==> src/rtl/fp_add_sub.sv <==
// Four-stage pipelined binary32 adder/subtractor: q = a + b when opSel=1, q = a - b when opSel=0.
// Denormal inputs and tiny results flush to zero; rounding is nearest-even.
module fp_add_sub (
   input  logic        clk,
   input  logic        areset,
   input  logic        en,
   input  logic [31:0] a,
   input  logic [31:0] b,
   input  logic        opSel,
   output logic [31:0] q
);

   function automatic logic [4:0] lzc27(input logic [26:0] v);
      logic [4:0] n;
      logic       found;
      n     = 5'd0;
      found = 1'b0;
      for (int i = 26; i >= 0; i--) begin
         if (found || v[i]) begin
            found = 1'b1;
         end else begin
            n = n + 5'd1;
         end
      end
      return n;
   endfunction

   logic        sa_s, sb_s, a_zero_s, b_zero_s, a_inf_s, b_inf_s, a_nan_s, b_nan_s;
   logic [7:0]  ea_s, eb_s, ex_s, ey_s, diff_s;
   logic [23:0] ma_s, mb_s, mx_s, my_s;
   logic        sx_s, swap_s, spec_s;
   logic [31:0] spec_val_s;

   logic        s1_spec_r, s1_sx_r, s1_eff_sub_r;
   logic [31:0] s1_spec_val_r;
   logic [7:0]  s1_ex_r, s1_diff_r;
   logic [23:0] s1_mx_r, s1_my_r;

   logic [4:0]  shamt_s;
   logic [49:0] wide_s;
   logic [26:0] xa_s, ya_s;
   logic [27:0] sum_s;

   logic        s2_spec_r, s2_s_r;
   logic [31:0] s2_spec_val_r;
   logic [7:0]  s2_e_r;
   logic [27:0] s2_sum_r;

   logic [4:0]  lz_s;
   logic [26:0] norm_m_s;
   logic [9:0]  norm_e_s;
   logic        norm_zero_s;

   logic        s3_spec_r, s3_s_r, s3_zero_r;
   logic [31:0] s3_spec_val_r;
   logic [9:0]  s3_e_r;
   logic [26:0] s3_m_r;

   logic        round_up_s, underflow_s;
   logic [24:0] rnd_s;
   logic [22:0] frac_s;
   logic [9:0]  exp_s;
   logic [31:0] result_s;

   // Unpack, classify, pick specials, order operands by magnitude.
   always_comb begin
      sa_s     = a[31];
      sb_s     = b[31] ^ ~opSel;
      ea_s     = a[30:23];
      eb_s     = b[30:23];
      a_zero_s = (ea_s == 8'd0);
      b_zero_s = (eb_s == 8'd0);
      a_inf_s  = (ea_s == 8'hFF) && (a[22:0] == 23'd0);
      b_inf_s  = (eb_s == 8'hFF) && (b[22:0] == 23'd0);
      a_nan_s  = (ea_s == 8'hFF) && (a[22:0] != 23'd0);
      b_nan_s  = (eb_s == 8'hFF) && (b[22:0] != 23'd0);
      ma_s     = a_zero_s ? 24'd0 : {1'b1, a[22:0]};
      mb_s     = b_zero_s ? 24'd0 : {1'b1, b[22:0]};
      if (a_nan_s || b_nan_s) begin
         spec_s     = 1'b1;
         spec_val_s = 32'h7FC0_0000;
      end else if (a_inf_s && b_inf_s && (sa_s != sb_s)) begin
         spec_s     = 1'b1;
         spec_val_s = 32'h7FC0_0000;
      end else if (a_inf_s) begin
         spec_s     = 1'b1;
         spec_val_s = {sa_s, 8'hFF, 23'd0};
      end else if (b_inf_s) begin
         spec_s     = 1'b1;
         spec_val_s = {sb_s, 8'hFF, 23'd0};
      end else if (a_zero_s && b_zero_s) begin
         spec_s     = 1'b1;
         spec_val_s = {sa_s & sb_s, 31'd0};
      end else begin
         spec_s     = 1'b0;
         spec_val_s = 32'd0;
      end
      swap_s = ({eb_s, mb_s} > {ea_s, ma_s});
      if (swap_s) begin
         sx_s = sb_s;
         ex_s = eb_s;
         mx_s = mb_s;
         ey_s = ea_s;
         my_s = ma_s;
      end else begin
         sx_s = sa_s;
         ex_s = ea_s;
         mx_s = ma_s;
         ey_s = eb_s;
         my_s = mb_s;
      end
      diff_s = ex_s - ey_s;
   end

   // Stage 1 register.
   always_ff @(posedge clk or posedge areset) begin
      if (areset) begin
         s1_spec_r     <= 1'b0;
         s1_spec_val_r <= 32'd0;
         s1_sx_r       <= 1'b0;
         s1_eff_sub_r  <= 1'b0;
         s1_ex_r       <= 8'd0;
         s1_diff_r     <= 8'd0;
         s1_mx_r       <= 24'd0;
         s1_my_r       <= 24'd0;
      end else if (en) begin
         s1_spec_r     <= spec_s;
         s1_spec_val_r <= spec_val_s;
         s1_sx_r       <= sx_s;
         s1_eff_sub_r  <= sa_s ^ sb_s;
         s1_ex_r       <= ex_s;
         s1_diff_r     <= diff_s;
         s1_mx_r       <= mx_s;
         s1_my_r       <= my_s;
      end
   end

   // Align the smaller mantissa keeping guard/round plus a sticky bit, then add or subtract.
   always_comb begin
      shamt_s = (s1_diff_r > 8'd26) ? 5'd26 : s1_diff_r[4:0];
      wide_s  = {s1_my_r, 26'd0} >> shamt_s;
      ya_s    = {wide_s[49:24], |wide_s[23:0]};
      xa_s    = {s1_mx_r, 3'b000};
      if (s1_eff_sub_r) begin
         sum_s = {1'b0, xa_s} - {1'b0, ya_s};
      end else begin
         sum_s = {1'b0, xa_s} + {1'b0, ya_s};
      end
   end

   // Stage 2 register.
   always_ff @(posedge clk or posedge areset) begin
      if (areset) begin
         s2_spec_r     <= 1'b0;
         s2_spec_val_r <= 32'd0;
         s2_s_r        <= 1'b0;
         s2_e_r        <= 8'd0;
         s2_sum_r      <= 28'd0;
      end else if (en) begin
         s2_spec_r     <= s1_spec_r;
         s2_spec_val_r <= s1_spec_val_r;
         s2_s_r        <= s1_sx_r;
         s2_e_r        <= s1_ex_r;
         s2_sum_r      <= sum_s;
      end
   end

   // Normalize so the leading one lands at bit 26; a carry folds its lost bit into sticky.
   always_comb begin
      lz_s        = lzc27(s2_sum_r[26:0]);
      norm_zero_s = (s2_sum_r == 28'd0);
      if (s2_sum_r[27]) begin
         norm_m_s = {s2_sum_r[27:2], s2_sum_r[1] | s2_sum_r[0]};
         norm_e_s = {2'b00, s2_e_r} + 10'd1;
      end else begin
         norm_m_s = s2_sum_r[26:0] << lz_s;
         norm_e_s = {2'b00, s2_e_r} - {5'd0, lz_s};
      end
   end

   // Stage 3 register.
   always_ff @(posedge clk or posedge areset) begin
      if (areset) begin
         s3_spec_r     <= 1'b0;
         s3_spec_val_r <= 32'd0;
         s3_s_r        <= 1'b0;
         s3_zero_r     <= 1'b0;
         s3_e_r        <= 10'd0;
         s3_m_r        <= 27'd0;
      end else if (en) begin
         s3_spec_r     <= s2_spec_r;
         s3_spec_val_r <= s2_spec_val_r;
         s3_s_r        <= s2_s_r;
         s3_zero_r     <= norm_zero_s;
         s3_e_r        <= norm_e_s;
         s3_m_r        <= norm_m_s;
      end
   end

   // Round to nearest even, renormalize on carry-out, pack and resolve specials.
   always_comb begin
      round_up_s  = s3_m_r[2] & (s3_m_r[1] | s3_m_r[0] | s3_m_r[3]);
      rnd_s       = {1'b0, s3_m_r[26:3]} + {24'd0, round_up_s};
      underflow_s = s3_e_r[9] || (s3_e_r == 10'd0);
      if (rnd_s[24]) begin
         frac_s = rnd_s[23:1];
         exp_s  = s3_e_r + 10'd1;
      end else begin
         frac_s = rnd_s[22:0];
         exp_s  = s3_e_r;
      end
      if (s3_spec_r) begin
         result_s = s3_spec_val_r;
      end else if (s3_zero_r) begin
         result_s = 32'd0;
      end else if (underflow_s) begin
         result_s = {s3_s_r, 31'd0};
      end else if (exp_s >= 10'd255) begin
         result_s = {s3_s_r, 8'hFF, 23'd0};
      end else begin
         result_s = {s3_s_r, exp_s[7:0], frac_s};
      end
   end

   // Output register.
   always_ff @(posedge clk or posedge areset) begin
      if (areset) begin
         q <= 32'd0;
      end else if (en) begin
         q <= result_s;
      end
   end

endmodule

==> config.mk <==
export PLATFORM = sky130hd
export DESIGN_NAME = fp_add_sub
export DESIGN_NICKNAME = d
export VERILOG_FILES = /design/src/rtl/fp_add_sub.sv
export SDC_FILE = /design/constraint.sdc
export NUM_CORES = 1
export LEC_CHECK = 0
export BUFFER_PORTS_ARGS = -buffer_cell sky130_fd_sc_hd__clkbuf_2
export CORE_MARGIN = 5
export CORE_UTILIZATION = 25
export CTS_BUF_LIST = sky130_fd_sc_hd__clkbuf_8
export DETAILED_ROUTE_END_ITERATION = 10
export HOLD_SLACK_MARGIN = 0.05
export PLACE_DENSITY = 0.36
export SYNTH_ARGS = -nofsm -noshare
export SYNTH_HDL_FRONTEND = slang
export SYNTH_SLANG_ARGS = --single-unit
==> constraint.sdc <==
create_clock -name clk -period 25.3 [get_ports clk]
set_input_delay 2.53 -clock clk [delete_from_list [all_inputs] [get_ports clk]]
set_output_delay 2.53 -clock clk [all_outputs]
set_load 0.01 [all_outputs]
# Yosys cells after proc, flatten, opt, wreduce, memory -nomap -nowiden
# Index checks and enable logic that the tools add are counted.
[totals]
register_bits = 273
inputBits = 68
output_inout_bits = 32
word_cells = 193
[op_classes]
n_addsub = 33
magnitude_cmp = 3
eq_ne = 3
n_shift = 2
mux = 80
bitwise = 8
n_reduce_logical = 44
[op_table]
columns = ["cell", "n"]
rows = [
  ["32-bit 2-to-1 mux", 7],
  ["5-bit 2-to-1 mux", 27],
  ["5-bit by 1-bit adder with 5-bit output, second input constant", 26],
  ["24-bit 2-to-1 mux", 4],
  ["31-bit 2-to-1 mux", 2],
  ["50-bit by 5-bit >> shifter with 50-bit output", 1],
  ["23-bit zero test", 2],
  ["23-bit nonzero test", 2],
  ["1-bit 2-to-1 mux", 33],
  ["32-bit greater-than comparator", 1],
  ["27-bit by 27-bit adder with 28-bit output", 1],
  ["28-bit zero test", 1],
  ["1-bit logical OR", 28],
  ["28-bit 2-to-1 mux", 1],
  ["27-bit by 27-bit subtractor with 28-bit output", 1],
  ["27-bit 2-to-1 mux", 1],
  ["27-bit by 5-bit << shifter with 27-bit output", 1],
  ["24-bit by 1-bit adder with 25-bit output", 1],
  ["24-bit OR reduction", 1],
  ["23-bit 2-to-1 mux", 1],
  ["10-bit 2-to-1 mux", 2],
  ["8-bit equality test, second input constant", 2],
  ["8-bit zero test", 2],
  ["8-bit 2-to-1 mux", 2],
  ["13 further kinds", 23],
]

# Longest topological paths before layout
# Gate-level depths: netlist of the first run.
[logic_depth]
depth_word = 55
mapped_depth = 92
ltp_nobuf = 88

# Least setup slack after synthesis of the first run
# OpenSTA, ideal clock, no wires.
[synth_timing]
kind = "reg2reg"
from = "register s2_sum_r[23]"
to = "register s3_e_r[7]"
t_arrival_ps = 17516
t_required_ps = 25175
slack_ps = 7659
stages_incl_launch_ff = 93
path_buffers = 6
synth_period_minus_slack_ps = 17641
cell_sequence = "dfrtp_1 -> buf_6 -> or4_1 -> buf_2 -> and2_1 -> ha_1 -> mux2_2 -> ha_1 -> mux2_2 -> mux2i_1 -> a21boi_0 -> ha_1 -> a21o_1 -> ha_1 -> mux2_2 -> ha_1 -> mux2i_1 -> o21ai_0 -> (+57 left out) -> ha_1 -> nand3_1 -> and3_1 -> a211oi_1 -> a311oi_1 -> o21ai_0 -> o211a_1 -> buf_2 -> clkbuf_1 -> clkbuf_1 -> ha_1 -> a21o_1 -> a21oi_1 -> o21ai_0 -> or3_1 -> o31a_1 -> xnor2_1 -> mux2_2"
[synth_via]
elab_chain_len = 50
elab_cells_between_ends = 96
[synth_rtl]
columns = ["element", "line", "text"]
rows = [
  ["from (decl)", "47", "logic [27:0] s2_sum_r;"],
  ["from (signal assigned)", "164", "s2_sum_r <= sum_s;"],
  ["1-bit logical OR (*)", "19", "if (found || v[i]) begin"],
  ["5-bit 2-to-1 mux or 1-bit 2-to-1 mux (tied branches)", "19", ""],
  ["5-bit by 1-bit adder with 5-bit output or 1-bit logical OR (tied branches)", "22, 19", ""],
  ["5-bit 2-to-1 mux or 1-bit 2-to-1 mux (tied branches)", "19", ""],
  ["5-bit by 1-bit adder with 5-bit output or 1-bit logical OR (tied branches)", "22, 19", ""],
  ["5-bit 2-to-1 mux or 1-bit 2-to-1 mux (tied branches)", "19", ""],
  ["5-bit by 1-bit adder with 5-bit output or 1-bit logical OR (tied branches)", "22, 19", ""],
  ["5-bit 2-to-1 mux or 1-bit 2-to-1 mux (tied branches)", "19", ""],
  ["(+34 left out)", "-", ""],
  ["5-bit by 1-bit adder with 5-bit output or 1-bit logical OR (tied branches)", "22, 19", ""],
  ["5-bit 2-to-1 mux or 1-bit 2-to-1 mux (tied branches)", "19", ""],
  ["5-bit by 1-bit adder with 5-bit output or 1-bit logical OR (tied branches)", "22, 19", ""],
  ["5-bit 2-to-1 mux or 1-bit 2-to-1 mux (tied branches)", "19", ""],
  ["5-bit by 1-bit adder with 5-bit output or 1-bit logical OR (tied branches)", "22, 19", ""],
  ["5-bit 2-to-1 mux (*)", "19", ""],
  ["8-bit by 5-bit subtractor with 9-bit output (*)", "177", "norm_e_s = {2'b00, s2_e_r} - {5'd0, lz_s};"],
  ["10-bit 2-to-1 mux (*)", "172", "if (s2_sum_r[27]) begin"],
  ["to (signal assigned)", "195", "s3_e_r <= norm_e_s;"],
  ["to (decl)", "56", "logic [9:0] s3_e_r;"],
]
# Mark *: on every way between the ends. The rest lies on a longest branch, timed or not.
# A chain may end at the register's enable or synchronous reset.

# Worst setup path after layout of the first run
# Same ends and word-level chain as after synthesis.

==> summary.txt, run 1 <==
STA
  • Max Slew Vio Count: 0
  • Final Hold Fails: 0
  • Slew @ Worst Pin: 1.20 ns
  • Minimum clock period: 19.46 ns
  • Final setup viols: 0
  • TNS Setup: 0 ns
  • Final clock period utilization by the worst path: 76.9%
  • Fmax: 51.4 MHz
  • Worst Clk Skew: 0.0334 ns
  • Relative slew slack: 19.3%
  • RSZ-0062 raised after global routing: false

Floorplan
  • Rows: 101
  • Die area: 82200 µm²
  • Initial Utilization: 25.2%
  • Top Ports: 100
  • Core Box Area: 75900 µm²
  • Die span in x: 287 µm
  • Die Height: 287 µm

Place
  • RD Place Congestion: 0.875
  • Port buffer count: 99
  • HPWL Detailed: 54600 µm

Routing
  • Routed WL: 70400 µm
  • Via count: 18.4k
  • Antenna Violating Nets Remaining: 0
  • Vias per cell: 5.26
  • DRC: 0
  • WL per Instance: 20.1 µm
  • Drt pass-1 iters: 8
  • Starting DRT DRC Count: 1419

CTS
  • Hold_buf cts: 0
  • Clock transition at the registers of the reported paths: 0.12 ns
  • Post-CTS sizing: 0
  • Post-CTS Setup Bufs: 0
  • TritonCTS clock tree: built
  • Clk Latency, worst-skew pair: 0.58 ns
  • Total CTS buffers: 17
  • Clock tree buffer depth: 2
  • Number of H-tree branching levels: 4
  • Clk root buf: clkbuf_8
  • # clock sinks: 186

Layout
  • Area occupied by multi-input gates: 13500 µm²
  • Fin util: 27.7%
  • Reg area: 4650 µm²
  • Layout cells sized above 1: 11.1%
  • P&R area growth vs syn: 9.70%
  • FILL cells: 8362
  • Post-layout nets: 2646

Power
  • Reg power frac: 34.8%
  • P_leak: 8.88 nW
  • Switching Fraction: 49.5%
  • Peak supply drop: 36.2 µV
  • Clk pwr share: 15.2%
  • NetSw: 0.754 mW
  • Pwr Total: 1.52 mW
  • Comb pwr share: 50.1%
  • Pwr dens: 72.5 nW/µm²
  • Int Pwr: 0.769 mW

Worst setup path
  • Worst setup EP type: register
  • CP peak stage delay: 0.92 ns
  • Critical path type: register to register
  • CP dominant cell by count: ha_1
  • Worst path bufs/invs: 1
  • Slowest cell on the critical path: a2111oi_0
  • CP Launch Type: register
  • WP data arrival: 19.92 ns
  • Worst-path fanout max: 36
  • Critical path startpoint: s2_sum_r[23]
  • Crit-path leading delay family: adder cells
  • Worst r2r src: s2_sum_r[23]
  • Required @ worst endpoint: 25.76 ns

Synthesis
  • Synth top area share: 24.3%
  • Synthesized cell area: 19100 µm²
  • Distinct cells, synth: 93
  • EDFF count, synth: 0
  • Register bit total from synthesis: 186
  • Sequential fraction of the synthesis area: 24.3%
  • Main synth FF type: dfrtp_1
  • Area contributors post-synth: dfrtp_1 24%, ha_1 7.7%, nor2_1 6.2%
  • Syn Inst Count: 2466
  • Asr flop ratio synth: 100%
  • Area leader, netlist: dfrtp_1
  • Synthesis Warnings: 0
  • Syn Area/Cell: 7.76 µm²
  • Mapped Nets: 2654

GRT
  • GRT overflow: 0
  • Global-route wire length before repair: 110000 µm
  • Largest net degree at the start of global routing: 116
  • Initial antenna violation count: 1
  • Vias in the first global route: 18.1k
  • Gr usage total: 16.9%

Worst hold path
  • Worst hold path class: register to register
  • Min-delay src: s1_spec_val_r[22]

Run status
  • Status: complete, no violations

Run
  • Max Cap Viol: 0
-- placed cells by master (no fill, tap or decap), types with 79 or more instances in the layout --
cell type	Yosys	routed
nand2_1	251	251
a21oi_1	187	187
ha_1	118	118
mux2i_1	79	79
nand3_1	90	90
o21ai_0	163	163
inv_1	113	111
clkbuf_2	0	98
xnor2_1	80	80
nor2_1	315	314
dfrtp_1	186	186
-- synth_stat cells, types with 61 or more instances --
cell type,instances
nor2_1,315
nand2_1,251
a21oi_1,187
dfrtp_1,186
o21ai_0,163
clkbuf_1,119
ha_1,118
inv_1,113
nand3_1,90
xnor2_1,80
mux2i_1,79
a31oi_1,61
-- cells by family after synthesis --
group / count (synthesis) / share of synthesized area, %
muxes: 156 / 10.1
AOI/OAI and AO/OA: 660 / 21.8
and+or+nand+nor: 955 / 23.5
xor gates and xnor gates: 120 / 6.74
buffers and inverters: 264 / 5.36
adders and majority gates: 125 / 8.19
DFF: 186 / 24.3
-- worst paths after layout --
check / to / slack [ns] / cells after the start
worst max-delay path: s3_e_r[7] / 5.84 / 86
worst min-delay path: s1_spec_val_r[22] / 0.49 / 1
worst max register to register: s3_e_r[7] / 5.84 / 86
worst min register to register: s1_spec_val_r[22] / 0.49 / 1
max in group asynchronous: s1_mx_r[7] / 21.70 / 3
min in group asynchronous: s1_my_r[21] / 2.02 / 2
-- flip-flops by register name, summed over array words and instances (netlist names), 8 cells and up --
name,cells
s1_my_r,24
s2_sum_r,28
s1_diff_r,8
s3_m_r,27
s3_e_r,10
q,32
s1_mx_r,24
s2_e_r,8
s1_ex_r,8
-- power by group through the flow --
stage | logic, mW | clock network, mW | registers [mW]
finish | 0.763 | 0.231 | 0.530
global route | 0.851 | 0.253 | 0.545
CTS | 0.766 | 0.244 | 0.531
detailed placement | 0.762 | 0 | 0.536
global placement | 0.763 | 0 | 0.537
floorplan | 0.573 | 0 | 0.452
-- routing by layer --
metal / global-route usage, % / vias to the layer above / part of all wire, %
met4: 4.23 / 0 / 1.8
met3: 1.64 / 52 / 2.6
met5: 0 / - / 0
met2: 28.7 / 346 / 48
li1: - / 8944 / -
met1: 23.0 / 9084 / 47
-- worst register-to-register path: cells and delay by family (launching register included) --
kind            cells  cell delay [ns]
fa+ha+maj          23             6.91
compound gates     25             5.07
simple gates       21             3.36
mux                15             3.06
flops               1             0.51
buf+inv             1             0.35
xor+xnor            1             0.12
-- metrics by stage --
step	hold WS [ns]	setup WS, ns	area, µm²	instances
after global routing	0.511	4.37	21000	3502
after floorplan	0.446	7.66	19100	2466
final	0.491	5.84	21000	3502
after global placement	0.463	6.48	20600	3469
after detailed placement	0.465	5.95	20600	3469
after CTS	0.492	5.90	21000	3501
-- cell type report --
class | instances | area share (%)
repair buffers | 121 | 3.19
multi-input cells | 2016 | 64.3
diodes | 1 | 0.0119
flip-flops and latches | 186 | 22.2
clock inverters | 15 | 0.989
inverters | 116 | 2.12
clock buffers | 17 | 1.11
well taps | 1030 | 6.14
(Power assumes the default switching activity.)
==> run 2: changes to the inputs <==
Settings changed: PLACE_DENSITY 0.36 to 0.38.
Clock period 25.3 ns to 17.6 ns, I/O delays scaled along.
==> run 2 against run 1 <==
  * Global-route usage down 0.077 points
  * Via count up 1.1%
  * Highest routed layer unchanged
  * Power up 50%
  * Largest cell class unchanged
  * Final area up 3.6%
==> summary.txt, run 2 (same netlist as run 1, synthesis figures left out) <==
Layout
  • Fin area: 21800 µm² (+3.6%)
  • Top Registers: q x32, s2_sum_r x28, s3_m_r x27
  • Post-layout nets: 2688 (+1.6%)
  • Most frequent cells in the layout: 310 x nor2_1, 244 x nand2_1, 184 x a21oi_1, 184 x dfrtp_1, 160 x o21ai_0
  • Largest Register: q
  • Commonest non-fill, non-tap cell in the layout: nor2_1
  • Fin util: 28.7% (+1.0 points)
  • Non-Filler Instances: 3544 (+1.2%)
  • FILL cells: 8218 (-1.7%)
  • Layout cells sized above 1: 14.6% (+3.5 points)
  • Max reg flops: 32 (unchanged)
  • P&R area growth vs syn: 13.7%

STA
  • Slew @ Worst Pin: 1.19 ns (-0.00501 ns)
  • Setup WS post-layout: 0.491 ns (-5.35 ns)
  • RSZ-0062 raised after global routing: true
  • TNS Setup: 0 ns (unchanged)
  • Final setup viols: 0 (unchanged)
  • Worst Clk Skew: 0.0385 ns (+0.00505 ns)
  • Max Slew Vio Count: 0 (unchanged)
  • Fmax: 58.4 MHz (+14%)
  • Final Hold Fails: 0 (unchanged)
  • Final clock period utilization by the worst path: 97.2% (+20 points)
  • Minimum clock period: 17.11 ns (-2.35 ns)
  • Worst Hold Slack: 0.495 ns (+0.00376 ns)
  • Relative slew slack: 19.7% (+0.34 points)

Worst setup path
  • Worst r2r src: s2_sum_r[25]
  • Crit-path leading delay family: adder cells
  • FF-to-FF End: s3_e_r[7]
  • Worst-path fanout max: 5 (-86%)
  • FF-to-FF setup slack: 0.49 ns (-5.35 ns)
  • Reg2Reg Depth: 88 (+2.3%)
  • Required @ worst endpoint: 18.04 ns (-7.72 ns)
  • CP peak stage delay: 0.45 ns (-0.47 ns)
  • Critical path type: register to register
  • CP dominant cell by count: ha_4
  • Worst path bufs/invs: 3 (+2)
  • Worst setup EP type: register
  • Slowest cell on the critical path: dfrtp_2
  • WP data arrival: 17.54 ns (-2.38 ns)
  • CP Launch Type: register

Floorplan
  • Die Height: 287 µm (unchanged)
  • Rows: 101 (unchanged)
  • Core Box Area: 75900 µm² (unchanged)
  • Initial Utilization: 25.2% (unchanged)
  • Die span in x: 287 µm (unchanged)
  • Top Ports: 100 (unchanged)
  • Die area: 82200 µm² (unchanged)

Place
  • HPWL Detailed: 54200 µm (-0.69%)
  • RD Place Congestion: 0.874 (about the same)
  • Placed insts: 3491 (+0.63%)
  • Pre-CTS WS: -0.392 ns (-6.34 ns)
  • DP Area: 20700 µm² (+0.80%)
  • Port buffer count: 99 (unchanged)

Worst hold path
  • Hold depth: 1 (unchanged)
  • Hold Path End: q[4]
  • Worst hold path class: register to register
  • Min-delay src: q[4]

Power
  • P_leak: 9.14 nW (+2.9%)
  • Pwr dens: 105 nW/µm² (+44%)
  • Pwr Total: 2.28 mW (+50%)
  • Peak supply drop: 45.5 µV (+26%)

CTS
  • Number of H-tree branching levels: 4 (unchanged)
  • Total CTS buffers: 17 (unchanged)
  • Clk root buf: clkbuf_8
  • Clock transition at the registers of the reported paths: 0.12 ns (about the same)
  • # clock sinks: 186 (unchanged)
  • Clock tree buffer depth: 2 (unchanged)
  • TritonCTS clock tree: built
  • Hold_buf cts: 0 (unchanged)
  • Clk Latency, worst-skew pair: 0.55 ns (-0.03 ns)

GRT
  • Initial antenna violation count: 2 (+1)
  • Global-route wire length before repair: 110000 µm (+0.13%)
  • Largest net degree at the start of global routing: 94 (-19%)
  • Gr usage total: 16.8% (-0.077 points)
  • Vias in the first global route: 18.4k (+1.6%)
  • GRT overflow: 0 (unchanged)

Routing
  • Vias per cell: 5.26 (about the same)
  • Drt pass-1 iters: 6 (-2)
  • Via count: 18.6k (+1.1%)
  • WL per Instance: 19.9 µm (-1.2%)
  • Routed WL: 70400 µm (about the same)
  • DRC: 0 (unchanged)
  • Starting DRT DRC Count: 1382 (-2.6%)
  • Antenna Violating Nets Remaining: 0 (unchanged)

Run status
  • Status: complete, no violations

Run
  • Max Cap Viol: 0 (unchanged)
run 2: what timing repair did:
item / CTS / global route
pin swaps: 8 / 40
endpoints found under the setup margin: 18 / 36
buffers inserted: 4 / 16
cloned: 0 / 0
resized for setup: 14 / 69
run 2: worst register-to-register path: cells and delay by family (launching register included):
family          cells  cell delay, ns
compound gates     26            4.42
xor+xnor            1            0.12
fa+ha+maj          24            6.30
buf+inv             3            0.36
flops               1            0.45
mux                15            3.41
simple gates       19            2.03
run 2: worst max path at each step:
stage	endpoint	from	slack, ns	cells past startpoint
5_1_grt	s3_e_r[7]	s2_sum_r[25]	-0.25	88
6_report	s3_e_r[7]	s2_sum_r[25]	0.49	88
2_1_floorplan	s3_e_r[7]	s2_sum_r[23]	0.06	92
4_1_cts	s3_e_r[7]	s2_sum_r[25]	0.02	88
3_5_place_dp	s3_e_r[7]	s2_sum_r[25]	-0.39	88
3_3_place_gp	s3_e_r[7]	s2_sum_r[25]	0.12	88
run 2: cell type report:
type                    instances  area [µm²]  area share, %
inverters                     116         445           2.05
clock inverters                15         183          0.839
flip-flops and latches        186        4660           21.4
multi-input cells            2016       14000           64.2
clock buffers                  17         234           1.07
diodes                          1        2.50         0.0115
repair buffers                163         988           4.54
well taps                    1030        1290           5.92
run 2: routing by layer:
layer | global-route usage (%) | wire [µm]
met1 | 23.2 | 33100
met2 | 28.1 | 33700
met3 | 1.79 | 2190
met4 | 4.23 | 1390
met5 | 0 | 0
run 2: power by group:
part           switching, mW  leakage (nW)  internal (mW)
registers              0.216          2.17          0.542
logic                  0.699          6.75          0.501
clock network          0.192         0.213          0.131
